[config.mk]
export PLATFORM = sky130hd
export DESIGN_NAME = sfx_scheduler
export DESIGN_NICKNAME = d
export VERILOG_FILES = /design/src/rtl/audio_pkg.sv /design/src/rtl/tone_gen.sv /design/src/rtl/sfx_scheduler.sv
export SDC_FILE = /design/constraint.sdc
export NUM_CORES = 1
export LEC_CHECK = 0
export BUFFER_PORTS_ARGS = -buffer_cell sky130_fd_sc_hd__buf_2
export CAP_MARGIN = 20
export CORE_ASPECT_RATIO = 0.9
export CORE_MARGIN = 2
export CORE_UTILIZATION = 45
export DETAILED_ROUTE_END_ITERATION = 7
export PLACE_DENSITY = 0.77
export REMOVE_ABC_BUFFERS = 1
export SKIP_LAST_GASP = 1
export SYNTH_ARGS = -nofsm -noshare
export SYNTH_HDL_FRONTEND = slang
export SYNTH_SLANG_ARGS = --single-unit
[constraint.sdc]
create_clock -name clk -period 6.2 [get_ports clk]
set_clock_uncertainty 0.05 [all_clocks]
set_input_delay 0.31 -clock clk [delete_from_list [all_inputs] [get_ports clk]]
set_output_delay 0.31 -clock clk [all_outputs]
set_load 0.05 [all_outputs]
[src/rtl/audio_pkg.sv]
// audio_pkg: shared types and constants for the sound-effect scheduler.
// State encoding, widths and the volume-to-amplitude table.
package audio_pkg;

  localparam int NUM_REQ = 3;
  localparam int DIV_W   = 20;
  localparam int DUR_W   = 10;

  localparam logic [15:0] AMP_0 = 16'h0000;
  localparam logic [15:0] AMP_1 = 16'h0800;
  localparam logic [15:0] AMP_2 = 16'h2000;
  localparam logic [15:0] AMP_3 = 16'h7000;

  typedef enum logic [1:0] {
    ST_IDLE = 2'd0,
    ST_PLAY = 2'd1,
    ST_GAP  = 2'd2
  } state_t;

  function automatic logic [15:0] amp_of(
    input logic [1:0] vol
  );
    logic [15:0] a;
    case (vol)
      2'd0:    a = AMP_0;
      2'd1:    a = AMP_1;
      2'd2:    a = AMP_2;
      default: a = AMP_3;
    endcase
    return a;
  endfunction

endpackage

[src/rtl/tone_gen.sv]
// tone_gen: square-wave generator with a registered signed sample.
// A zero half-period is a rest; enable low forces silence.
module tone_gen
  import audio_pkg::*;
(
  input  logic                    clk,
  input  logic                    rst_n,
  input  logic                    restart,
  input  logic                    enable,
  input  logic [DIV_W-1:0]        div,
  input  logic [1:0]              volume,
  output logic signed [15:0]      sample
);

  logic [DIV_W-1:0] cnt;
  logic             pol;
  logic [15:0]      amp;
  logic [15:0]      neg;
  logic             wrap;

  assign amp  = amp_of(volume);
  assign neg  = 16'd0 - amp;
  assign wrap = (cnt == div - DIV_W'(1));

  // half-period counter, polarity flip and sample register
  always_ff @(posedge clk or negedge rst_n) begin
    if (!rst_n) begin
      cnt    <= '0;
      pol    <= 1'b0;
      sample <= '0;
    end else if (!enable) begin
      cnt    <= '0;
      pol    <= 1'b0;
      sample <= '0;
    end else if (restart) begin
      cnt    <= '0;
      pol    <= 1'b0;
      sample <= (div == '0) ? 16'sd0 : $signed(neg);
    end else if (div == '0) begin
      cnt    <= '0;
      pol    <= 1'b0;
      sample <= '0;
    end else if (wrap) begin
      cnt    <= '0;
      pol    <= ~pol;
      sample <= pol ? $signed(neg) : $signed(amp);
    end else begin
      cnt    <= cnt + DIV_W'(1);
      sample <= pol ? $signed(amp) : $signed(neg);
    end
  end

endmodule

[src/rtl/sfx_scheduler.sv]
// sfx_scheduler: priority arbiter and play/gap sequencer for sound effects.
// Higher requester index preempts; a silent gap follows each sound.
module sfx_scheduler
  import audio_pkg::*;
#(
  parameter int TICK_DIV = 100000,
  parameter int GAP_MS   = 20
) (
  input  logic                       clk,
  input  logic                       rst_n,
  input  logic [NUM_REQ-1:0]         req,
  input  logic [NUM_REQ*DIV_W-1:0]   note_div,
  input  logic [NUM_REQ*DUR_W-1:0]   dur_ms,
  input  logic [1:0]                 volume,
  input  logic                       abort,
  output logic [NUM_REQ-1:0]         ack,
  output logic                       busy,
  output logic [1:0]                 grant_id,
  output logic                       done,
  output logic signed [15:0]         audio_left,
  output logic signed [15:0]         audio_right
);

  localparam int PW = (TICK_DIV > 1) ? $clog2(TICK_DIV) : 1;
  localparam logic [PW-1:0]    P_LAST = PW'(TICK_DIV - 1);
  localparam logic [DUR_W-1:0] G_LAST = DUR_W'(GAP_MS - 1);

  state_t             st;
  state_t             nxt;
  logic [1:0]         gid;
  logic [1:0]         win;
  logic [DIV_W-1:0]   div_q;
  logic [DIV_W-1:0]   div_d;
  logic [DUR_W-1:0]   dur_q;
  logic [DUR_W-1:0]   ms;
  logic [PW-1:0]      presc;
  logic               accept;
  logic               fin;
  logic               gap_end;
  logic               tick;
  logic signed [15:0] sample;

  // highest requesting index wins
  always_comb begin
    win = 2'd0;
    if (req[2])      win = 2'd2;
    else if (req[1]) win = 2'd1;
  end

  assign accept  = !abort && (|req) &&
                   (st == ST_IDLE ||
                    (st == ST_PLAY && win > gid));
  assign tick    = (presc == P_LAST);
  assign fin     = (st == ST_PLAY) && !abort &&
                   !accept && (ms == dur_q);
  assign gap_end = (st == ST_GAP) &&
                   (GAP_MS == 0 || (tick && ms == G_LAST));
  assign div_d   = accept ? note_div[win*DIV_W +: DIV_W]
                          : div_q;

  // next-state selection
  always_comb begin
    nxt = st;
    case (st)
      ST_IDLE: if (accept) nxt = ST_PLAY;
      ST_PLAY: begin
        if (abort)    nxt = ST_IDLE;
        else if (fin) nxt = ST_GAP;
      end
      ST_GAP:  if (abort || gap_end) nxt = ST_IDLE;
      default: nxt = ST_IDLE;
    endcase
  end

  // state, grant latch and ack pulse
  always_ff @(posedge clk or negedge rst_n) begin
    if (!rst_n) begin
      st    <= ST_IDLE;
      gid   <= '0;
      div_q <= '0;
      dur_q <= '0;
      ack   <= '0;
    end else begin
      st  <= nxt;
      ack <= '0;
      if (accept) begin
        ack[win] <= 1'b1;
        gid      <= win;
        div_q    <= note_div[win*DIV_W +: DIV_W];
        dur_q    <= dur_ms[win*DUR_W +: DUR_W];
      end else if (nxt != ST_PLAY) begin
        gid <= '0;
      end
    end
  end

  // ms prescaler, cleared on every phase change or restart
  always_ff @(posedge clk or negedge rst_n) begin
    if (!rst_n) begin
      presc <= '0;
      ms    <= '0;
    end else if (accept || nxt != st || st == ST_IDLE) begin
      presc <= '0;
      ms    <= '0;
    end else if (tick) begin
      presc <= '0;
      ms    <= ms + DUR_W'(1);
    end else begin
      presc <= presc + PW'(1);
    end
  end

  tone_gen u_tone (
    .clk     (clk),
    .rst_n   (rst_n),
    .restart (accept),
    .enable  (nxt == ST_PLAY),
    .div     (div_d),
    .volume  (volume),
    .sample  (sample)
  );

  assign busy        = (st != ST_IDLE);
  assign grant_id    = gid;
  assign done        = fin;
  assign audio_left  = sample;
  assign audio_right = sample;

endmodule

==> results.json, run 1 <==
{
  "status": "complete, no violations",
  "setup_viol": 0,
  "cp_data_required_time_ns": 6.35,
  "slowest_delay_ns": 0.55,
  "synth_top_cell_area_share": 0.391,
  "setup.worst_path.class": "in2reg",
  "floorplan.initialDensity": 0.458,
  "yosys_warnings": 0,
  "cts_tree": "yes",
  "worst_pin_slew_ns": 0.863,
  "post_cts_buffers": 0,
  "whs_ns": 0.207,
  "cts_max_level": 3,
  "synth_edf_count": 0,
  "grt_antenna_before_repair": 0,
  "p_seq_frac": 0.382,
  "final_common_cell": "buf_2",
  "post-route-period-util": 0.800,
  "p_int_mw": 1.19,
  "ys_seq_area_frac": 0.391,
  "final_cell_mix": "buf_2 (113), dfrtp_1 (90), nor2_1 (86), nand2_1 (63), xnor2_1 (42)",
  "wirelength_mm": 12.9,
  "power.density_mw_per_mm2": 268,
  "period_needed_ns": 4.96,
  "io_pins": 137,
  "dp_slack_ns": 0.949,
  "ant_nets": 0,
  "worstPathArrival_ns": 5.10,
  "setup_ws_ns": 1.24,
  "cts.sinks": 90,
  "hold_class": "in2reg",
  "power_switching_uw": 599,
  "path_cells": "buf_2 > nand2b_1 > ha_1 > a311oi_1 > o211a_1 > buf_4 > mux2i_2 > ha_1 > o21a_1 > nand4_1 > or4b_4 > a2111oi_4 > o2111ai_2 > nor2_1 > or3_1 > nor2_1",
  "slowest_stage": "or3_1",
  "clk_pin_slew_ns": 0.07,
  "cts-root-to-sink-buffers": 2,
  "num_vias": 4716,
  "io_buffers": 114,
  "ff2ff_setup_slack_ns": 1.26,
  "clkLatencyLatePin_ns": 0.34,
  "drive_gt1_frac": 0.220,
  "max_freq_mhz": 202,
  "cts_buffers": 9,
  "wl_per_cell_um": 14.2,
  "synth_ff_type": "dfrtp_1",
  "die_x_um": 123,
  "p_sw_frac": 0.335,
  "place_congestion": 0.962,
  "power_leakage_nw": 3.09,
  "grt_first_pass_wirelength_mm": 21.5,
  "worst-path-buf-inv": 2,
  "hold_viol": 0,
  "rsz0062_at_grt": "false",
  "avgSynthCellArea_um2": 9.02,
  "async_flop_share": 1.00,
  "fp-row-count": 39,
  "synth_area_leaders": "dfrtp_1 (39%), mux2i_1 (6.4%), xnor2_1 (6.4%), nor2_1 (5.6%), xor2_1 (4.6%)",
  "synth-seq-cells": 90,
  "yosysUniqueCellTypes": 62,
  "cp_max_fo": 24,
  "maxSlewViolCount": 0,
  "root_buffer": "clkbuf_16",
  "maxSlewHeadroom": 0.419,
  "drt_iter0_markers": 395,
  "core-area_mm2": 0.0126,
  "first_global_vias": 4600,
  "tns_ns": 0,
  "grt_overflow": 0,
  "clock_power_share": 0.335,
  "startpoint_type": "input port",
  "power_frac_comb": 0.283,
  "synthCells": 639,
  "antennaDiodeCount": 0,
  "max-cap-violations": 0,
  "grt_use_total": 0.197,
  "vias_per_cell": 5.18,
  "yosys.area.top_type": "dfrtp_1",
  "drc_errors": 0,
  "syn-cell-area_mm2": 0.00576,
  "crit_path_end_kind": "flop",
  "area_growth_pct": 15.8,
  "ir_worst_vdd_v": 0.000143,
  "crit_family": "simple AND/OR/NAND/NOR gates",
  "grt_max_degree": 51,
  "hpwlAfterDp_mm": 9.70,
  "drt-pass1-iter-count": 4,
  "dieArea_mm2": 0.0137,
  "final_nets": 849,
  "utilization": 0.530,
  "die-height_um": 111
}
-- sequential cells by signal, summed over array words and instances (netlist names) --
name,count
dur_q,10
div_q,20
ack,3
u_tone.pol,1
presc,17
ms,10
u_tone.sample,5
st,2
grant_id,2
u_tone.cnt,20
-- worst reg2reg max path, cell delays in order, from the launching register on --
cell and delay (ns):
dfrtp_1 0.40, ha_1 0.30, a311oi_1 0.33, o211a_1 0.32, buf_4 0.42, mux2i_2 0.40
ha_1 0.27, o21a_1 0.21, nand4_1 0.15, or4b_4 0.54, a2111oi_4 0.36, o2111ai_2 0.19
nor2_1 0.19, or3_1 0.55, nor2_1 0.13
-- routing by layer --
| layer | global-route usage | vias to the layer above | wire length (um) |
|---|---|---|---|
| li1 | - | 2341 | - |
| met1 | 0.247 | 2244 | 5450 |
| met2 | 0.338 | 105 | 6630 |
| met3 | 0.0435 | 26 | 541 |
| met4 | 0.0606 | 0 | 255 |
| met5 | 0 | - | 0 |
-- area by class of cell --
| class | instances | area [um^2] |
|---|---|---|
| fill | 1136 | 5920 |
| multi-input combinational | 492 | 3160 |
| sequential | 90 | 2250 |
| timing repair buffer | 120 | 621 |
| clock buffer | 9 | 225 |
| tap | 164 | 205 |
| inverter | 28 | 105 |
| clock inverter | 7 | 101 |
-- through the flow --
stage / area (um^2) / cells / total power, mW
after floorplan: 5520 / 610 / 1.05
after global placement: 6340 / 893 / 1.18
after detailed placement: 6340 / 893 / 1.19
after CTS: 6670 / 910 / 1.80
after global routing: 6670 / 910 / 1.88
final: 6670 / 910 / 1.79
-- logic make-up after synthesis --
group                      share of synthesized area
buffers and inverters                         0.0742
and+or+nand+nor                                0.211
DFF                                            0.391
muxes                                          0.100
other                                       0.000651
xor gates and xnor gates                       0.109
AOI/OAI and AO/OA                             0.0923
adders and majority gates                     0.0217
-- cells in the mapped netlist (3+ instances only) --
master and n:
nor4_1 11, or2_2 4, nand2_1 63, nor4b_1 3
a21oi_1 15, nand4_1 4, xnor2_1 42, nor2_1 86
or3_1 4, and3_1 10, ha_1 10, nand2b_1 3
o211ai_1 5, mux2i_1 37, buf_4 27, inv_1 26
and2_1 4, a21o_1 3, o211a_1 3, nand3_1 31
clkbuf_1 13, o21ai_0 35, xor2_1 30, dfrtp_1 90
nor3_1 19, mux2i_2 8, buf_2 6
-- timing repair --
item | in CTS | in global routing
endpoints found under the hold margin | 40 | 0
resized for setup | 0 | 0
hold buffers | 1 | 0
-- power by group through the flow --
stage / clock [mW] / sequential, mW / combinational (mW)
floorplan: 0 / 0.711 / 0.339
global placement: 0 / 0.693 / 0.491
detailed placement: 0 / 0.693 / 0.499
CTS: 0.613 / 0.684 / 0.503
global route: 0.638 / 0.690 / 0.556
finish: 0.599 / 0.683 / 0.506
-- final timing paths --
| check | start | end | depth (start not counted) |
|---|---|---|---|
| max | req[2] | u_tone.cnt[5] | 16 |
| min | dur_ms[26] | dur_q[6] | 3 |
| max reg2reg | grant_id[0] | u_tone.cnt[5] | 14 |
| min reg2reg | presc[0] | presc[0] | 1 |
| max in group asynchronous | rst_n | u_tone.pol | 3 |
| min in group asynchronous | rst_n | dur_q[3] | 2 |
No activity file was read; power rests on OpenSTA's default activity.
==> run 2: changes to the inputs <==
PLACE_DENSITY = 0.79   (was 0.77)
clock period = 4.05 ns   (was 6.2 ns; I/O delays follow)
==> run 2 against run 1 <==
Net effect: the run now ends with setup timing left; hold slack got worse by 0.13 ns; register-to-register slack lost 1.4 ns; final cell count up 6.9%; wire length grew 13%; largest cell class unchanged; largest power group is now combinational logic; highest routed layer unchanged.
==> results.json, run 2 (synthesis gave the netlist of run 1 again) <==
{
  "cts_tree": "yes",
  "fillCellCount": 1044,
  "path_cells": "ha_4 > a311oi_4 > o211a_4 > buf_12 > mux2i_4 > buf_6 > buf_6 > inv_2 > or4_4 > nor3_4 > a21oi_1 > or4_1 > a21o_1 > o211a_1 > o31a_1 > o21a_1",
  "crit_top_cell": "buf_6",
  "max-cap-violations": 0,
  "setup.worst_path.class": "reg2reg",
  "cts_buffers": 9,
  "floorplan.initialDensity": 0.458,
  "max_freq_mhz": 241,
  "rsz0062_at_grt": "true",
  "cts-root-to-sink-buffers": 2,
  "whs_ns": 0.0822,
  "worstPathArrival_ns": 4.34,
  "period_needed_ns": 4.15,
  "wirelength_mm": 14.6,
  "dp_slack_ns": -0.285,
  "slowest_delay_ns": 0.47,
  "drive_gt1_frac": 0.320,
  "place_congestion": 0.849,
  "violations": "setup timing",
  "post-route-period-util": 1.03,
  "hold_viol": 0,
  "root_buffer": "clkbuf_16",
  "area_growth_pct": 30.7,
  "grt_overflow": 0,
  "drt-pass1-iter-count": 4,
  "grt_first_pass_wirelength_mm": 22.6,
  "fp-row-count": 39,
  "dr.max_layer_used": "met4",
  "power_leakage_nw": 3.44,
  "status": "finished, violations left",
  "cp_max_fo": 6,
  "final_nets": 912,
  "num_vias": 4982,
  "cts.sinks": 90,
  "final_cell_mix": "buf_2 (113), dfrtp_1 (90), nor2_1 (67), nand2_1 (63), buf_4 (56)",
  "wl_per_cell_um": 15.0,
  "wl_met3_um": 702,
  "utilization": 0.598,
  "hold_class": "in2reg",
  "crit_path_end_kind": "flop",
  "ir_worst_vdd_v": 0.000262,
  "final_common_cell": "buf_2",
  "die-height_um": 111,
  "cts_max_level": 3,
  "drt_iter0_markers": 459,
  "hpwlAfterDp_mm": 10.2,
  "die_x_um": 123,
  "vias_per_cell": 5.12,
  "ant_nets": 0,
  "io_buffers": 114,
  "grt_antenna_before_repair": 0,
  "clk_pin_slew_ns": 0.07,
  "worst_pin_slew_ns": 0.770,
  "first_global_vias": 4705,
  "setup_ws_ns": -0.103,
  "startpoint_type": "flop",
  "cp_data_required_time_ns": 4.24,
  "core-area_mm2": 0.0126,
  "grt_max_degree": 59,
  "reg2regPathDepth": 16,
  "power_mw": 2.98,
  "grt_use_total": 0.209,
  "clkLatencyLatePin_ns": 0.35,
  "slowest_stage": "or4_1",
  "setup_viol": 24,
  "routed-wl-met2_mm": 7.64,
  "antennaDiodeCount": 0,
  "io_pins": 137,
  "maxSlewViolCount": 0,
  "drc_errors": 0,
  "power.density_mw_per_mm2": 395,
  "top_regs": "div_q x20, u_tone.cnt x20, presc x17",
  "wl_met1_mm": 5.91,
  "worstHoldPathCells": 3,
  "maxSlewHeadroom": 0.487,
  "dieArea_mm2": 0.0137
}
## run 2: cell count changes in the layout (fill, tap and decap cells not counted), sizes merged
| cell | before | now |
|---|---|---|
| bufinv | 2 | 1 |
| inv | 30 | 28 |
| clkbuf | 9 | 12 |
| buf | 119 | 180 |
| clkinvlp | 1 | 2 |
| clkinv | 2 | 3 |
## run 2: final timing paths
path                             startpoint                 to  slack (ns)
worst max-delay path            grant_id[0]  u_tone.sample[12]       -0.10
worst min-delay path             dur_ms[28]           dur_q[8]        0.08
worst max register to register  grant_id[0]  u_tone.sample[12]       -0.10
worst min register to register     presc[0]           presc[0]        0.43
max in group asynchronous             rst_n           presc[5]        2.60
min in group asynchronous             rst_n  u_tone.sample[15]        0.40
## run 2: timing repair
| action | CTS | global route |
|---|---|---|
| gates cloned | 1 | 3 |
| endpoints found under the hold margin | 57 | 0 |
| buffers inserted | 5 | 5 |
| pin swaps | 11 | 30 |
| endpoints found under the setup margin | 25 | 25 |
| hold buffers | 1 | 0 |
| resized for setup | 13 | 58 |
## run 2: through the flow
stage / area [um^2] / cells / setup TNS [ns]
3_5_place_dp: 6730 / 942 / -5.03
5_1_grt: 7530 / 973 / -4.34
3_3_place_gp: 6730 / 942 / -2.00
2_1_floorplan: 5520 / 610 / -23.80
4_1_cts: 7180 / 965 / -0.0342
6_report: 7530 / 973 / -0.863
## run 2: report_power, final
group	internal, mW	total [mW]	switching, mW
registers	0.993	1.05	0.0574
logic	0.486	1.09	0.606
clock network	0.479	0.836	0.357
total	1.96	2.98	1.02
## run 2: metal layers
layer  vias to the layer above  GRT usage
met1                      2373      0.257
met2                       111      0.359
met3                        28     0.0533
met4                         0     0.0652
met5                         -          0
li1                       2470          -
## run 2: layout make-up
| type | instances | area [um^2] | area share |
|---|---|---|---|
| well taps | 164 | 205 | 0.0272 |
| inverters | 28 | 105 | 0.0139 |
| flip-flops and latches | 90 | 2250 | 0.299 |
| multi-input cells | 492 | 3460 | 0.460 |
| repair buffers | 183 | 1210 | 0.161 |
| clock buffers | 10 | 229 | 0.0304 |
| clock inverters | 6 | 67.6 | 0.00897 |
## run 2: worst max-delay path: cells and delay by family, from the launching register on
| family | cells | cell delay [ns] |
|---|---|---|
| compound gates | 7 | 1.56 |
| simple gates | 3 | 1.08 |
| flops | 1 | 0.42 |
| buf+inv | 4 | 0.39 |
| mux | 1 | 0.28 |
| fa+ha+maj | 1 | 0.24 |
==> run 3: changes to the inputs <==
SYNTH_HIERARCHICAL = 1   (was unset)
==> run 3 against run 2 <==
Net effect: the run still ends with setup timing left; sequential share of layout area grew 0.39 points; global-route usage grew 0.46 points; via count grew 4.3%; die area grew 0.44%; final area shrank 1.3%; count of clock-buffer cells in the layout is the same; setup slack gained 0.034 ns; final cell count shrank 0.21%; fmax grew 0.82%; sequential power grew 4%; clock power grew 24%; largest cell class unchanged.
==> results.json, run 3 <==
{
  "hold_viol": 0,
  "slowest_delay_ns": 0.45,
  "worst_pin_slew_ns": 0.792,
  "power.density_mw_per_mm2": 479,
  "drt-pass1-iter-count": 5,
  "clkLatencyLatePin_ns": 0.35,
  "yosys_warnings": 6,
  "cts.sinks": 90,
  "floorplan.initialDensity": 0.458,
  "vias_per_cell": 5.35,
  "final_cell_mix": "buf_2 (113), dfrtp_1 (90), nor2_1 (82), buf_4 (51), xnor2_1 (49)",
  "syn-cell-area_mm2": 0.00579,
  "synth_most_common_cell": "nor2_1",
  "rsz0062_at_grt": "true",
  "power_leakage_nw": 3.32,
  "max-cap-violations": 0,
  "top_regs": "div_q x20, u_tone/cnt x20, presc x17",
  "async_flop_share": 1.00,
  "cts_buffers": 9,
  "p_int_mw": 2.32,
  "power_frac_comb": 0.401,
  "cts_tree": "yes",
  "clk_pin_slew_ns": 0.07,
  "post-route-period-util": 1.02,
  "ir_worst_vdd_v": 0.000229,
  "antennaDiodeCount": 0,
  "hpwlAfterDp_mm": 10.4,
  "drive_gt1_frac": 0.318,
  "wl_per_cell_um": 15.4,
  "crit_top_cell": "buf_6",
  "cp_data_required_time_ns": 4.28,
  "grt_first_pass_wirelength_mm": 23.3,
  "final_common_cell": "buf_2",
  "power_switching_mw": 1.25,
  "setup.worst_path.class": "reg2reg",
  "startpoint_type": "flop",
  "drt_iter0_markers": 487,
  "netlist_top_cells_count": "nor2_1 (94), dfrtp_1 (90), nand2_1 (52)",
  "synth_edf_count": 0,
  "status": "finished, violations left",
  "clock_power_share": 0.292,
  "slowest_stage": "a211o_2",
  "num_vias": 5197,
  "period_needed_ns": 4.12,
  "core-area_mm2": 0.0126,
  "p_seq_frac": 0.307,
  "wirelength_mm": 15.0,
  "cts_max_level": 3,
  "final_nets": 910,
  "grt_overflow": 0,
  "place_congestion": 0.848,
  "avgSynthCellArea_um2": 8.75,
  "synth_top_cell_area_share": 0.389,
  "grt_antenna_before_repair": 0,
  "hold_class": "in2reg",
  "maxSlewHeadroom": 0.467,
  "yosysUniqueCellTypes": 61,
  "first_global_vias": 5017,
  "drc_errors": 0,
  "dp_slack_ns": -0.145,
  "grt_max_degree": 58,
  "fp-row-count": 39,
  "setup_viol": 23,
  "grt_use_total": 0.214,
  "violations": "setup timing",
  "ys_seq_area_frac": 0.389,
  "worst-path-buf-inv": 7,
  "yosys.area.top_type": "dfrtp_1",
  "synth-seq-cells": 90,
  "root_buffer": "clkbuf_16",
  "die_x_um": 124,
  "crit_family": "compound AO/OA/AOI/OAI gates",
  "max_freq_mhz": 243,
  "dieArea_mm2": 0.0138,
  "setup_ws_ns": -0.0691,
  "synth_ff_type": "dfrtp_1",
  "synthCells": 662,
  "io_buffers": 114,
  "cp_max_fo": 7,
  "ant_nets": 0,
  "worstPathArrival_ns": 4.35,
  "synth_area_leaders": "dfrtp_1 (39%), xnor2_1 (7.4%), nor2_1 (6.1%), mux2i_1 (6.1%), xor2_1 (3.9%)",
  "maxSlewViolCount": 0,
  "area_growth_pct": 28.5,
  "die-height_um": 112,
  "utilization": 0.589,
  "io_pins": 137,
  "whs_ns": 0.0991,
  "cts-root-to-sink-buffers": 2,
  "path_cells": "inv_2 > ha_4 > nor2b_4 > o211ai_1 > a211o_2 > buf_6 > nand2_2 > o21ai_2 > buf_6 > buf_6 > nor4_4 > buf_4 > nand3b_1 > buf_4 > o21a_1 > o31ai_1 > a221o_2 > nor2_4 > or3_4 > clkbuf_16 > nor2_2",
  "tns_ns": -0.854,
  "p_sw_frac": 0.350,
  "crit_path_end_kind": "flop"
}
[run 3: changes by cell type in the layout (fill, tap and decap cells not counted), sizes merged, moves of 5 or more]
cell and change:
a21oi +22, and3 -5, buf -8, conb -11, inv -9, mux2 -5
mux2i -11, nand2 -11, nand4 +13, nand4b +6, nor2 +11, nor2b +6
xnor2 +7
[run 3: power groups by stage]
stage | logic, mW | registers, mW | clock network, mW
5_1_grt | 1.53 | 1.11 | 1.09
6_report | 1.43 | 1.09 | 1.04
4_1_cts | 1.24 | 1.09 | 1.05
2_1_floorplan | 0.640 | 1.16 | 0
3_5_place_dp | 1.17 | 1.11 | 0
3_3_place_gp | 1.14 | 1.10 | 0
[run 3: final timing paths]
check	endpoint	slack [ns]	startpoint	cells after the start
worst max-delay path	u_tone/cnt[11]	-0.07	grant_id[1]	21
worst min-delay path	dur_q[3]	0.1	dur_ms[23]	3
worst max register to register	u_tone/cnt[11]	-0.07	grant_id[1]	21
worst min register to register	dur_q[7]	0.45	dur_q[7]	2
max in group asynchronous	u_tone/cnt[15]	2.62	rst_n	3
min in group asynchronous	ms[7]	0.40	rst_n	2
[run 3: metrics by stage]
| stage | total power [mW] | instances | area, um^2 |
|---|---|---|---|
| after floorplan | 1.80 | 615 | 5490 |
| after global placement | 2.25 | 942 | 6650 |
| after detailed placement | 2.27 | 942 | 6650 |
| after CTS | 3.38 | 964 | 7150 |
| after global routing | 3.73 | 971 | 7440 |
| final | 3.57 | 971 | 7440 |
[run 3: cell families after synthesis]
group	share of synthesized area
fa+ha+maj	0.0216
xor+xnor	0.113
simple gates	0.248
compound gates	0.0949
mux	0.0624
buf+inv	0.0696
flops	0.389
other cells	0.000648
[run 3: metal layers]
layer	global-route usage	routed length (um)	vias to the layer above
met1	0.273	6300	2495
met2	0.355	7620	135
met5	0	0	-
li1	-	-	2531
met3	0.0461	683	36
met4	0.0795	375	0
[run 3: worst reg2reg max path, delay by kind of cell (launching register included)]
family                   cells  cell delay [ns]
buffers and inverters        7             1.03
AO/OA/AOI/OAI                6             1.23
AND/OR/NAND/NOR              7             1.10
flip-flops                   1             0.38
adder cells (fa/ha/maj)      1             0.26
[run 3: final cells by class]
type                       count  area (um^2)
inverter                      18         67.6
timing repair buffer         175         1120
multi-input combinational    508         3420
clock inverter                 6          136
sequential                    90         2250
tap                          164          205
clock buffer                  10          239
fill                        1059         5200
[run 3: what timing repair did]
action                     4_1_cts  5_1_grt
buffers inserted                 4        5
cloned                           1        3
hold buffers                     1        0
pin swaps                        8       29
gates resized for setup         19       57
setup endpoints to repair       24       25
hold endpoints to repair        56        0
